**config.mk**
```make
export PLATFORM = sky130hd
export DESIGN_NAME = mux16_rr_arbiter
export DESIGN_NICKNAME = d
export VERILOG_FILES = /design/src/rtl/mux16_arb_defs.sv /design/src/rtl/rr_pick16.sv /design/src/rtl/mux16_rr_arbiter.sv
export SDC_FILE = /design/constraint.sdc
export NUM_CORES = 1
export LEC_CHECK = 0
export ABC_AREA = 1
export BUFFER_PORTS_ARGS = -buffer_cell sky130_fd_sc_hd__buf_4
export CAP_MARGIN = 20
export CELL_PAD_IN_SITES_DETAIL_PLACEMENT = 0
export CELL_PAD_IN_SITES_GLOBAL_PLACEMENT = 1
export CORE_UTILIZATION = 28
export DETAILED_ROUTE_END_ITERATION = 6
export GPL_TIMING_DRIVEN = 1
export PLACE_DENSITY_LB_ADDON = 0.3
export SLEW_MARGIN = 20
export SYNTH_ARGS = -nofsm -noshare
export SYNTH_HDL_FRONTEND = slang
export SYNTH_SLANG_ARGS = --single-unit
```
**constraint.sdc**
```tcl
create_clock -name clk -period 4.8 [get_ports clk]
set_input_delay 0.48 -clock clk [delete_from_list [all_inputs] [get_ports clk]]
set_output_delay 0.48 -clock clk [all_outputs]
set_load 0.1 [all_outputs]
```
**src/rtl/mux16_arb_defs.sv**
```systemverilog
// Shared constants and state encoding for the 16-way round-robin mux arbiter.
package mux16_arb_defs;

  localparam int unsigned NREQ   = 16;
  localparam int unsigned SWIDTH = 4;

  typedef enum logic {
    ST_IDLE = 1'b0,
    ST_HOLD = 1'b1
  } state_e;

endpackage

```
**src/rtl/rr_pick16.sv**
```systemverilog
// Combinational round-robin picker: rotate req by ptr, fixed-priority encode, un-rotate.
module rr_pick16
  import mux16_arb_defs::*;
(
  input  logic [NREQ-1:0]   req,
  input  logic [SWIDTH-1:0] ptr,
  output logic              any,
  output logic [SWIDTH-1:0] w
);

  logic [NREQ-1:0]   rot;
  logic [SWIDTH-1:0] idx;

  // rot[i] is requester (ptr+i) mod 16; lowest set bit of rot wins
  always_comb begin
    rot = '0;
    idx = '0;
    for (int i = 0; i < int'(NREQ); i++) begin
      rot[i] = req[SWIDTH'(i) + ptr];
    end
    for (int i = int'(NREQ) - 1; i >= 0; i--) begin
      if (rot[i]) idx = SWIDTH'(i);
    end
    any = |req;
    w   = idx + ptr;
  end

endmodule

```
**src/rtl/mux16_rr_arbiter.sv**
```systemverilog
// Round-robin arbiter sharing one 16:1 mux among 16 requesters, with a valid/ready
// output channel and a one-cycle ack back to the accepted requester.
module mux16_rr_arbiter
  import mux16_arb_defs::*;
#(
  parameter int unsigned width  = 4,
  parameter int unsigned swidth = SWIDTH
) (
  input  logic                   clk,
  input  logic                   rst,
  input  logic [NREQ-1:0]        req,
  input  logic [NREQ*width-1:0]  din,
  output logic [NREQ-1:0]        ack,
  output logic                   out_valid,
  input  logic                   out_ready,
  output logic [width-1:0]       out_data,
  output logic [swidth-1:0]      out_sel
);

  state_e              state_q, state_d;
  logic [swidth-1:0]   ptr_q, ptr_d;
  logic [swidth-1:0]   sel_q, sel_d;
  logic [width-1:0]    data_q, data_d;

  logic                pick_any;
  logic [swidth-1:0]   pick_w;
  logic [width-1:0]    pick_data;

  rr_pick16 u_pick (
    .req (req),
    .ptr (ptr_q),
    .any (pick_any),
    .w   (pick_w)
  );

  // 16:1 data mux driven by the picker's winner
  always_comb begin
    pick_data = '0;
    for (int i = 0; i < int'(NREQ); i++) begin
      if (pick_w == swidth'(i)) pick_data = din[i*width +: width];
    end
  end

  always_comb begin
    state_d = state_q;
    ptr_d   = ptr_q;
    sel_d   = sel_q;
    data_d  = data_q;
    case (state_q)
      ST_IDLE: begin
        if (pick_any) begin
          sel_d   = pick_w;
          data_d  = pick_data;
          state_d = ST_HOLD;
        end
      end
      ST_HOLD: begin
        if (out_ready) begin
          ptr_d   = sel_q + swidth'(1);
          state_d = ST_IDLE;
        end
      end
      default: state_d = ST_IDLE;
    endcase
  end

  always_ff @(posedge clk) begin
    if (rst) begin
      state_q <= ST_IDLE;
      ptr_q   <= '0;
      sel_q   <= '0;
      data_q  <= '0;
    end else begin
      state_q <= state_d;
      ptr_q   <= ptr_d;
      sel_q   <= sel_d;
      data_q  <= data_d;
    end
  end

  // Ack decodes from registered state, so it stays low while reset holds the FSM idle
  always_comb begin
    ack = '0;
    if ((state_q == ST_HOLD) && out_ready) ack[sel_q] = 1'b1;
  end

  assign out_valid = (state_q == ST_HOLD);
  assign out_data  = data_q;
  assign out_sel   = sel_q;

endmodule

```
* After elaboration in Yosys (flattened, before gate mapping)
Index checks and enable logic that the tools add are counted.
Operators by class: add/subtract/negate cells 17, magnitude comparators 18, equal/unequal tests 15, multiplexer cells 70, bitwise gates (word level) 1, reduce and logical (&&, ||, !) cells 6
Operators with widths (count):
- $mux 4 | 32
- $lt 4x5->1 const B | 17
- $bmux 1 s4 | 16
- $add 4x4->4 const A | 8
- $eq 4x4->1 const B | 8
- $mux 1 | 19
- $add 3x4->4 const A | 4
- $eq 4x3->1 const B | 4
- $mux 16 | 1
- $reduce_or 16->1 | 1
- $add 2x4->4 const A | 2
- $eq 4x2->1 const B | 2
- $add 1x4->4 const A | 1
- $add 4x1->4 const B | 1
- $add 4x4->4 | 1
- $demux 1 s4 | 1
- $eq 4x1->1 const B | 1
- $ge 4x1->1 const B | 1
- $logic_not 4->1 | 1
- $reduce_and 2->1 | 2
- $logic_and 1x1->1 | 2
- $pmux 1 s2 | 1
- $not 1->1 | 1
Storage, ports and cells: flip-flop bits (word level) 13, input bits 83, output and inout bits 25, word-level logic and storage cells 131

* Depth between registers and ports, before layout
Gate-level depths: netlist of the first run.
word-level depth 37, depth in mapped cells 39, depth with buffers taken out 37

* By module
From an unflattened synthesis of the first run, not the netlist that was laid out.
Second synthesis, totals: cells, all modules 481, area total of the unflattened synthesis 2567.5 µm²
Modules (own cells, without submodules):
- mux16_rr_arbiter | instances 1, cells an instance 240, area each 1303.8 µm², seq. area each 260.2 µm²
- rr_pick16 | instances 1, cells an instance 241, area each 1263.7 µm², seq. area each 0.0 µm²

* Least setup slack after synthesis of the first run
OpenSTA, ideal clock, no wires.
kind register -> register, from reg ptr_q[1], to reg data_q[0], in the netlist out_data[0], setup time 119 ps, arrival 4543 ps, data required time 4681 ps, slack 138 ps, cell stages (with the launch flop) 37, path buffers 3, period minus slack after synthesis 4662 ps, cell sequence dfxtp_1 -> clkbuf_1 -> inv_2 -> ha_1 -> buf_2 -> inv_1 -> nand3_1 -> nand3_1 -> nand3_1 -> o21ai_1 -> o21ai_0 -> nand2_1 -> nand2_1 -> nand2_1 -> nand2_1 -> a21oi_1 -> nor2_1 -> nor2_1 -> nor2_1 -> o21bai_1 -> a31oi_1 -> ha_1 -> inv_1 -> fa_1 -> xnor2_1 -> inv_1 -> clkbuf_1 -> nand4_1 -> nand3_1 -> nor2_1 -> nand4_1 -> nand2_1 -> nand4_1 -> nor2_1 -> nand4_1 -> nand2_1 -> a21oi_1
On the way: cells in the longest elaborated chain, start to end 37
Ends and longest elaborated chain:
- start: declaration | RTL line mux16_rr_arbiter.sv:21 | logic [swidth-1:0] ptr_q, ptr_d;
- start signal: assignment | RTL line mux16_rr_arbiter.sv:75 | ptr_q <= ptr_d;
- $add 4x4->4 | RTL line rr_pick16.sv:19 | rot[i] = req[SWIDTH'(i) + ptr];
- $bmux 1 s4 | RTL line rr_pick16.sv:19
- $mux 1 (not written as such) | RTL line rr_pick16.sv:19
- $mux 4 (16 in a row) | RTL line rr_pick16.sv:22 | if (rot[i]) idx = SWIDTH'(i);
- $add 4x4->4 (*) | RTL line rr_pick16.sv:25 | w = idx + ptr;
- $logic_not 4->1 | RTL line mux16_rr_arbiter.sv:40 | if (pick_w == swidth'(i)) pick_data = din[i*width +: width];
- $mux 4 (15 in a row) | RTL line mux16_rr_arbiter.sv:40
- $mux 4 (*) | RTL line mux16_rr_arbiter.sv:40
- end signal: assignment | RTL line mux16_rr_arbiter.sv:77 | data_q <= data_d;
- end: declaration | RTL line mux16_rr_arbiter.sv:23 | logic [width-1:0] data_q, data_d;
Mark *: on every way between the ends. The rest lies on a longest branch, timed or not. The select of a mux whose other input is x is not followed. A chain may end at the register's enable or synchronous reset.

* Final worst setup path of the first run
from reg ptr_q[1], to reg data_q[1], in the netlist out_data[1]
Same word-level chain as after synthesis.

==> impl_metrics.tcl, run 1 <==
set metrics [dict create \
    synthSimpleGateAreaFrac_pct 56.7 \
    arrival_ps 4570 \
    syn_to_final_growth_pct 40.7 \
    setup_viol 0 \
    cts_setup_buffers 0 \
    drcViolationCount 0 \
    ys_seq_elements 13 \
    fill_cells 958 \
    ys_warn_count 0 \
    endpoint_kind "register" \
    coreArea_um2 8720 \
    grt_pass1_vias 3354 \
    synthMuxAreaShare_pct 0 \
    grt_usage_pct 18.5 \
    die_area_um2 9430 \
    mostFrequentLayoutCells "nand2_1 (153), buf_4 (112), nand3_1 (80)" \
    layout_commonest_cell "nand2_1" \
    syn_inst 480 \
    startpoint "ptr_q[1]" \
    post-route-cell-area_um2 3560 \
    place_ws_ps 236 \
    synthesis.area_um2 2530 \
    critPathMaxFanout 12 \
    drtPass1Iterations 4 \
    holdWs_ps 455 \
    pwr-share-clk_pct 8.8 \
    fin_crit_ps 4400 \
    synth.avg_cell_area_um2 5.28 \
    clockBufferDepth 2 \
    diodes 0 \
    detail_route.wirelength_mm 9.06 \
    antenna_found_initial 0 \
    clock_skew_ps 1.86 \
    total_leakage_power_uw 0.00183 \
    p_int_uw 464 \
    syn-num-nets 578 \
    combPwrFrac_pct 77.6 \
    clock_sinks 13 \
    hold_viol_final 0 \
    switching_power_uw 641 \
    synth-xor-area-share_pct 4.79 \
    clk_pin_slew_ps 60 \
    via_per_inst 4.95 \
    avgRoutedWirePerCell_um 13.0 \
    num_vias 3441 \
    yosysTopAreaCell "nand2_1" \
    overflow 0 \
    sequentialPowerShare_pct 13.5 \
    swShare_pct 58.0 \
    maxSlewViolCount 0 \
    max_slew_margin_pct 65.6 \
    rows 34 \
    dp_hpwl_mm 7.59 \
    num_io_pins 108 \
    cts_buffers 3 \
    status "finished clean" \
    max_freq_mhz 227 \
    worst_path_most_repeated_cell "nand2_1" \
    power.total_uw 1100 \
    first_iter_violations 165 \
    synth_top_area_share_pct 22.8 \
    grt_max_degree 24 \
    hold_start "rst" \
    start_kind "register" \
    fin_ws_ps 398 \
    start_util_pct 29.0 \
    synth_area_leaders "nand2_1 (23%), nand3_1 (16%), dfxtp_1 (10%)" \
    clock_latency_ps 240 \
    io_buffer_count 107 \
    peakVddDrop_mv 0.297 \
    drtAntennaViolNets 0 \
    synth_compound_area_share_pct 10.5 \
    htreeDepth 1 \
    synthAdderAreaFrac_pct 7.71 \
    critPathMaxStageDelay_ps 490 \
    power.density_nw_per_um2 310 \
    ys_types 28 \
    num-nets-final 686 \
    cp_slowest_cell "fa_1" \
    ys_seq_area_share_pct 10.3 \
    fp.dieH_um 97.1 \
    maxCapViolCount 0 \
    final_layout_size_suffix_gt1_share_pct 24.2 \
    tns_ps 0 \
    worst-setup-path-type "reg2reg" \
    placedInstanceArea_um2 3450 \
    min_path_type "in2reg" \
    root_buffer "clkbuf_8" \
    required_ps 4970 \
    r2r-start "ptr_q[1]" \
    synth_top_family_by_area "simple AND/OR/NAND/NOR gates" \
    gp_congestion 0.886 \
    cts_tree "done" \
    die_w_um 97.1 \
    grt_pass1_wl_mm 15.0 \
    fin_crit_sh_pct 91.7 \
    tightest_slew_ps 515 \
    grt_setup_unrepaired "no" \
]
-- state kept, by name (all words and copies together) (netlist names) --
name / count
out_data: 4
out_valid: 1
out_sel: 4
ptr_q: 4
-- layer usage --
metal / track usage, % / up-vias / wire, µm
met5: 0 / - / 0
met4: 2.76 / 0 / 71
met2: 31.1 / 103 / 4230
met1: 26.1 / 1526 / 4400
li1: - / 1804 / -
met3: 1.80 / 8 / 355
-- cell type report --
class | instances | area, µm² | share of cell area [%]
tap | 108 | 135 | 3.79
clock buffer | 4 | 45.0 | 1.26
timing repair buffer | 113 | 852 | 23.9
sequential | 13 | 260 | 7.31
multi-input combinational | 406 | 2080 | 58.3
inverter | 51 | 191 | 5.37
-- critical path, delay by kind of cell, from the launching register on --
kind,cells,cell delay [ps]
xor+xnor,1,280
compound gates,8,1020
fa+ha+maj,3,900
flops,1,320
simple gates,16,1480
buf+inv,3,360
-- cells in the mapped netlist --
library cell,count
nand3_1,81
inv_2,3
nand2_4,2
o21ai_1,8
nand2_1,154
inv_1,48
o211ai_1,1
nor2_2,4
nand3_2,1
buf_6,1
xor2_1,8
nor4_1,4
a211oi_1,1
nor2_1,55
xor2_2,1
fa_1,1
ha_1,14
clkbuf_1,3
nand2_2,1
a21oi_1,27
o21bai_1,1
nand4_1,25
dfxtp_1,13
o21ai_0,10
buf_2,2
xnor2_1,4
a31oi_1,3
buf_4,4
-- stage by stage --
stage               util, %  cells
detailed placement     39.6    691
global placement       39.6    691
floorplan                 -    480
CTS                    40.1    695
finish                 40.8    695
global route           40.8    695
-- path summary, 6_finish.rpt --
path              cells past startpoint  slack (ps)          end
setup / recovery                     31         400  out_data[1]
hold / removal                        2         450  out_data[0]
setup reg to reg                     31         400  out_data[1]
hold reg to reg                       2         470  out_data[2]
-- power by group through the flow --
stage          sequential, µW  combinational [µW]  clock [µW]
3_3_place_gp              152                 817           0
5_1_grt                   152                 951         102
4_1_cts                   149                 824        98.1
2_1_floorplan             279                 477           0
6_report                  149                 858        97.7
3_5_place_dp              150                 821           0
-- what timing repair did --
item,in CTS,in global routing
resized for setup,0,18
setup endpoints to repair,0,4
hold buffers,0,0
-- kinds of logic after synthesis --
group                      Yosys count
xor gates and xnor gates            13
AOI/OAI and AO/OA                   51
DFF                                 13
buffers and inverters               61
adders and majority gates           15
and+or+nand+nor                    327
Note: power is estimated with default switching activity, not from simulation.
==> run 2: changes to the inputs <==
--- a/config.mk
+++ b/config.mk
@@ -5,12 +5,11 @@
 export SDC_FILE = /design/constraint.sdc
 export NUM_CORES = 1
 export LEC_CHECK = 0
-export ABC_AREA = 1
 export BUFFER_PORTS_ARGS = -buffer_cell sky130_fd_sc_hd__buf_4
 export CAP_MARGIN = 20
 export CELL_PAD_IN_SITES_DETAIL_PLACEMENT = 0
 export CELL_PAD_IN_SITES_GLOBAL_PLACEMENT = 1
-export CORE_UTILIZATION = 28
+export CORE_UTILIZATION = 34
 export DETAILED_ROUTE_END_ITERATION = 6
 export GPL_TIMING_DRIVEN = 1
 export PLACE_DENSITY_LB_ADDON = 0.3
==> run 2 against run 1 <==
Effect of this change: final cell count decreased by 36%; largest cell class unchanged; clock power down 2%; register-to-register slack worse by 140 ps; count of clock-buffer cells in the layout is 1 lower; combinational power decreased by 12%; largest power group unchanged; synthesized cell count down 49%.
==> impl_metrics.tcl, run 2 <==
set metrics [dict create \
    power.density_nw_per_um2 274 \
    cts_buffers 3 \
    ys_seq_elements 13 \
    rows 31 \
    fin_util_pct 48.8 \
    syn-num-nets 341 \
    hold_depth 2 \
    dp_hpwl_mm 6.07 \
    critPathMaxFanout 23 \
    num-nets-final 445 \
    required_ps 4920 \
    syn_inst 243 \
    io_buffer_count 107 \
    max_slew_margin_pct 58.7 \
    clock_skew_ps 2.79 \
    antenna_found_initial 0 \
    die_area_um2 8170 \
    multi_input_area_um2 2280 \
    num_vias 2427 \
    syn_to_final_growth_pct 36.2 \
    htreeDepth 1 \
    final_layout_size_suffix_gt1_share_pct 49.1 \
    r2r_setup_slack_ps 250 \
    layout.area.seq_um2 260 \
    r2r_end "out_data[3]" \
    via_per_inst 5.45 \
    peakVddDrop_mv 0.152 \
    worst-setup-path-type "reg2reg" \
    synth_area_leaders "mux4_2 (27%), mux4_1 (15%), dfxtp_1 (9.8%)" \
    place_inst 441 \
    cts_setup_buffers 0 \
    maxCapViolCount 0 \
    ys_types 42 \
    yosysTopAreaCell "mux4_2" \
    setup_viol 0 \
    cp_slowest_cell "mux4_1" \
    arrival_ps 4660 \
    drtAntennaViolNets 0 \
    synth_edf_count 0 \
    clock_latency_ps 240 \
    async_flop_share_pct 0 \
    overflow 0 \
    critPathMaxStageDelay_ps 650 \
    status "finished clean" \
    ys_seq_area_share_pct 9.80 \
    num_io_pins 108 \
    holdWs_ps 510 \
    clock_sinks 13 \
    diodes 0 \
    fin_crit_ps 4550 \
    synthFlopType "dfxtp_1" \
    root_buffer "clkbuf_8" \
    coreArea_um2 7410 \
    grt_usage_pct 18.4 \
    min_path_type "in2reg" \
    hold_buffers 0 \
    hold_start "rst" \
    r2r-start "ptr_q[0]" \
    detail_route.wirelength_mm 7.65 \
    first_iter_violations 122 \
    avgRoutedWirePerCell_um 17.2 \
    fill_cells 674 \
    tightest_slew_ps 618 \
    hold_viol_final 0 \
    clk_pin_slew_ps 60 \
    hold_end "out_sel[2]" \
    ys_warn_count 0 \
    clockBufferDepth 2 \
    tns_ps 0 \
    mostFrequentLayoutCells "buf_4 (115), mux4_2 (36), nor2_1 (23)" \
    synthesis.area_um2 2660 \
    drtPass1Iterations 4 \
    synth.avg_cell_area_um2 10.9 \
    endpoint_kind "register" \
    worst-r2r-cell-count 17 \
    grt_max_degree 24 \
    fin_cells 445 \
    cts_tree "done" \
    start_kind "register" \
    synth_top_area_share_pct 27.1 \
    grt_pass1_vias 2473 \
    yosys-top-cells-count "mux4_2 (32), nor2_1 (23), mux2i_1 (21), nand2_1 (21), mux4_1 (15)" \
    gp_congestion 0.806 \
    fp.dieH_um 90.4 \
    max_freq_mhz 220 \
    die_w_um 90.4 \
    path_cells "buf_6 > mux4_1 > mux4_1 > nor2b_1 > nor4_2 > nor2b_1 > a211o_1 > ha_1 > inv_1 > fa_1 > xnor2_2 > buf_4 > mux4_2 > mux2i_1 > nand2_1 > mux2i_1 > a211oi_2" \
    start_util_pct 35.9 \
    maxSlewViolCount 0 \
    yosysMostFrequentCell "mux4_2" \
    fin_crit_sh_pct 94.7 \
    layout_commonest_cell "buf_4" \
    grt_pass1_wl_mm 12.3 \
    drcViolationCount 0 \
    total_leakage_power_uw 0.00151 \
]
==> run 2: per-stage QoR <==
stage / cell area, µm² / worst slack [ps] / total power (µW)
floorplan: 2670 / 18.1 / 715
global placement: 3560 / 239 / 882
detailed placement: 3560 / 116 / 891
CTS: 3610 / 101 / 991
global route: 3620 / -7.04 / 1060
finish: 3620 / 254 / 993
==> run 2: area by class of cell <==
type | instances | share of cell area, %
clock buffers | 3 | 1.14
inverters | 10 | 1.04
multi-input cells | 203 | 62.9
clock inverters | 1 | 0.138
well taps | 99 | 3.42
repair buffers | 116 | 24.2
flip-flops and latches | 13 | 7.19
==> run 2: worst max path at each step <==
stage / cells past startpoint / to / from
2_1_floorplan: 18 / out_data[0] / ptr_q[1]
3_3_place_gp: 17 / out_data[3] / ptr_q[0]
3_5_place_dp: 17 / out_data[3] / ptr_q[0]
4_1_cts: 17 / out_data[3] / ptr_q[0]
5_1_grt: 16 / out_data[3] / ptr_q[1]
6_report: 17 / out_data[3] / ptr_q[0]
==> run 2: kinds of logic (layout without fill, tap and decap cells) <==
group | count (synthesis) | in the layout | share of synthesized area (%)
xor gates and xnor gates | 12 | 12 | 3.96
muxes | 72 | 72 | 51.7
adders and majority gates | 15 | 15 | 7.35
and+or+nand+nor | 70 | 70 | 12.2
buffers and inverters | 27 | 130 | 5.13
AOI/OAI and AO/OA | 34 | 34 | 9.80
DFF | 13 | 13 | 9.80
==> run 2: timing repair <==
item	CTS	global route
endpoints found under the hold margin	0	0
setup endpoints to repair	0	4
resized for setup	0	9
==> run 2: critical path: cells and delay by family (launching register included) <==
kind                     cells  cell delay (ps)
adder cells (fa/ha/maj)      2              580
AND/OR/NAND/NOR              4              580
AO/OA/AOI/OAI                2              220
XOR/XNOR                     1              160
multiplexers                 5             1990
flip-flops                   1              340
buffers and inverters        3              530
==> run 2: per-layer routing <==
metal / global-route usage [%] / routed length, µm / up-vias
met1: 24.1 / 3280 / 1138
met4: 3.63 / 138 / 0
met3: 3.62 / 464 / 12
li1: - / - / 1171
met5: 0 / 0 / -
met2: 31.4 / 3770 / 106
==> run 2: power breakdown <==
group	total (µW)	switching (µW)	internal [µW]
logic	755	403	352
registers	142	18.1	123
clock network	96.0	38.8	57.3
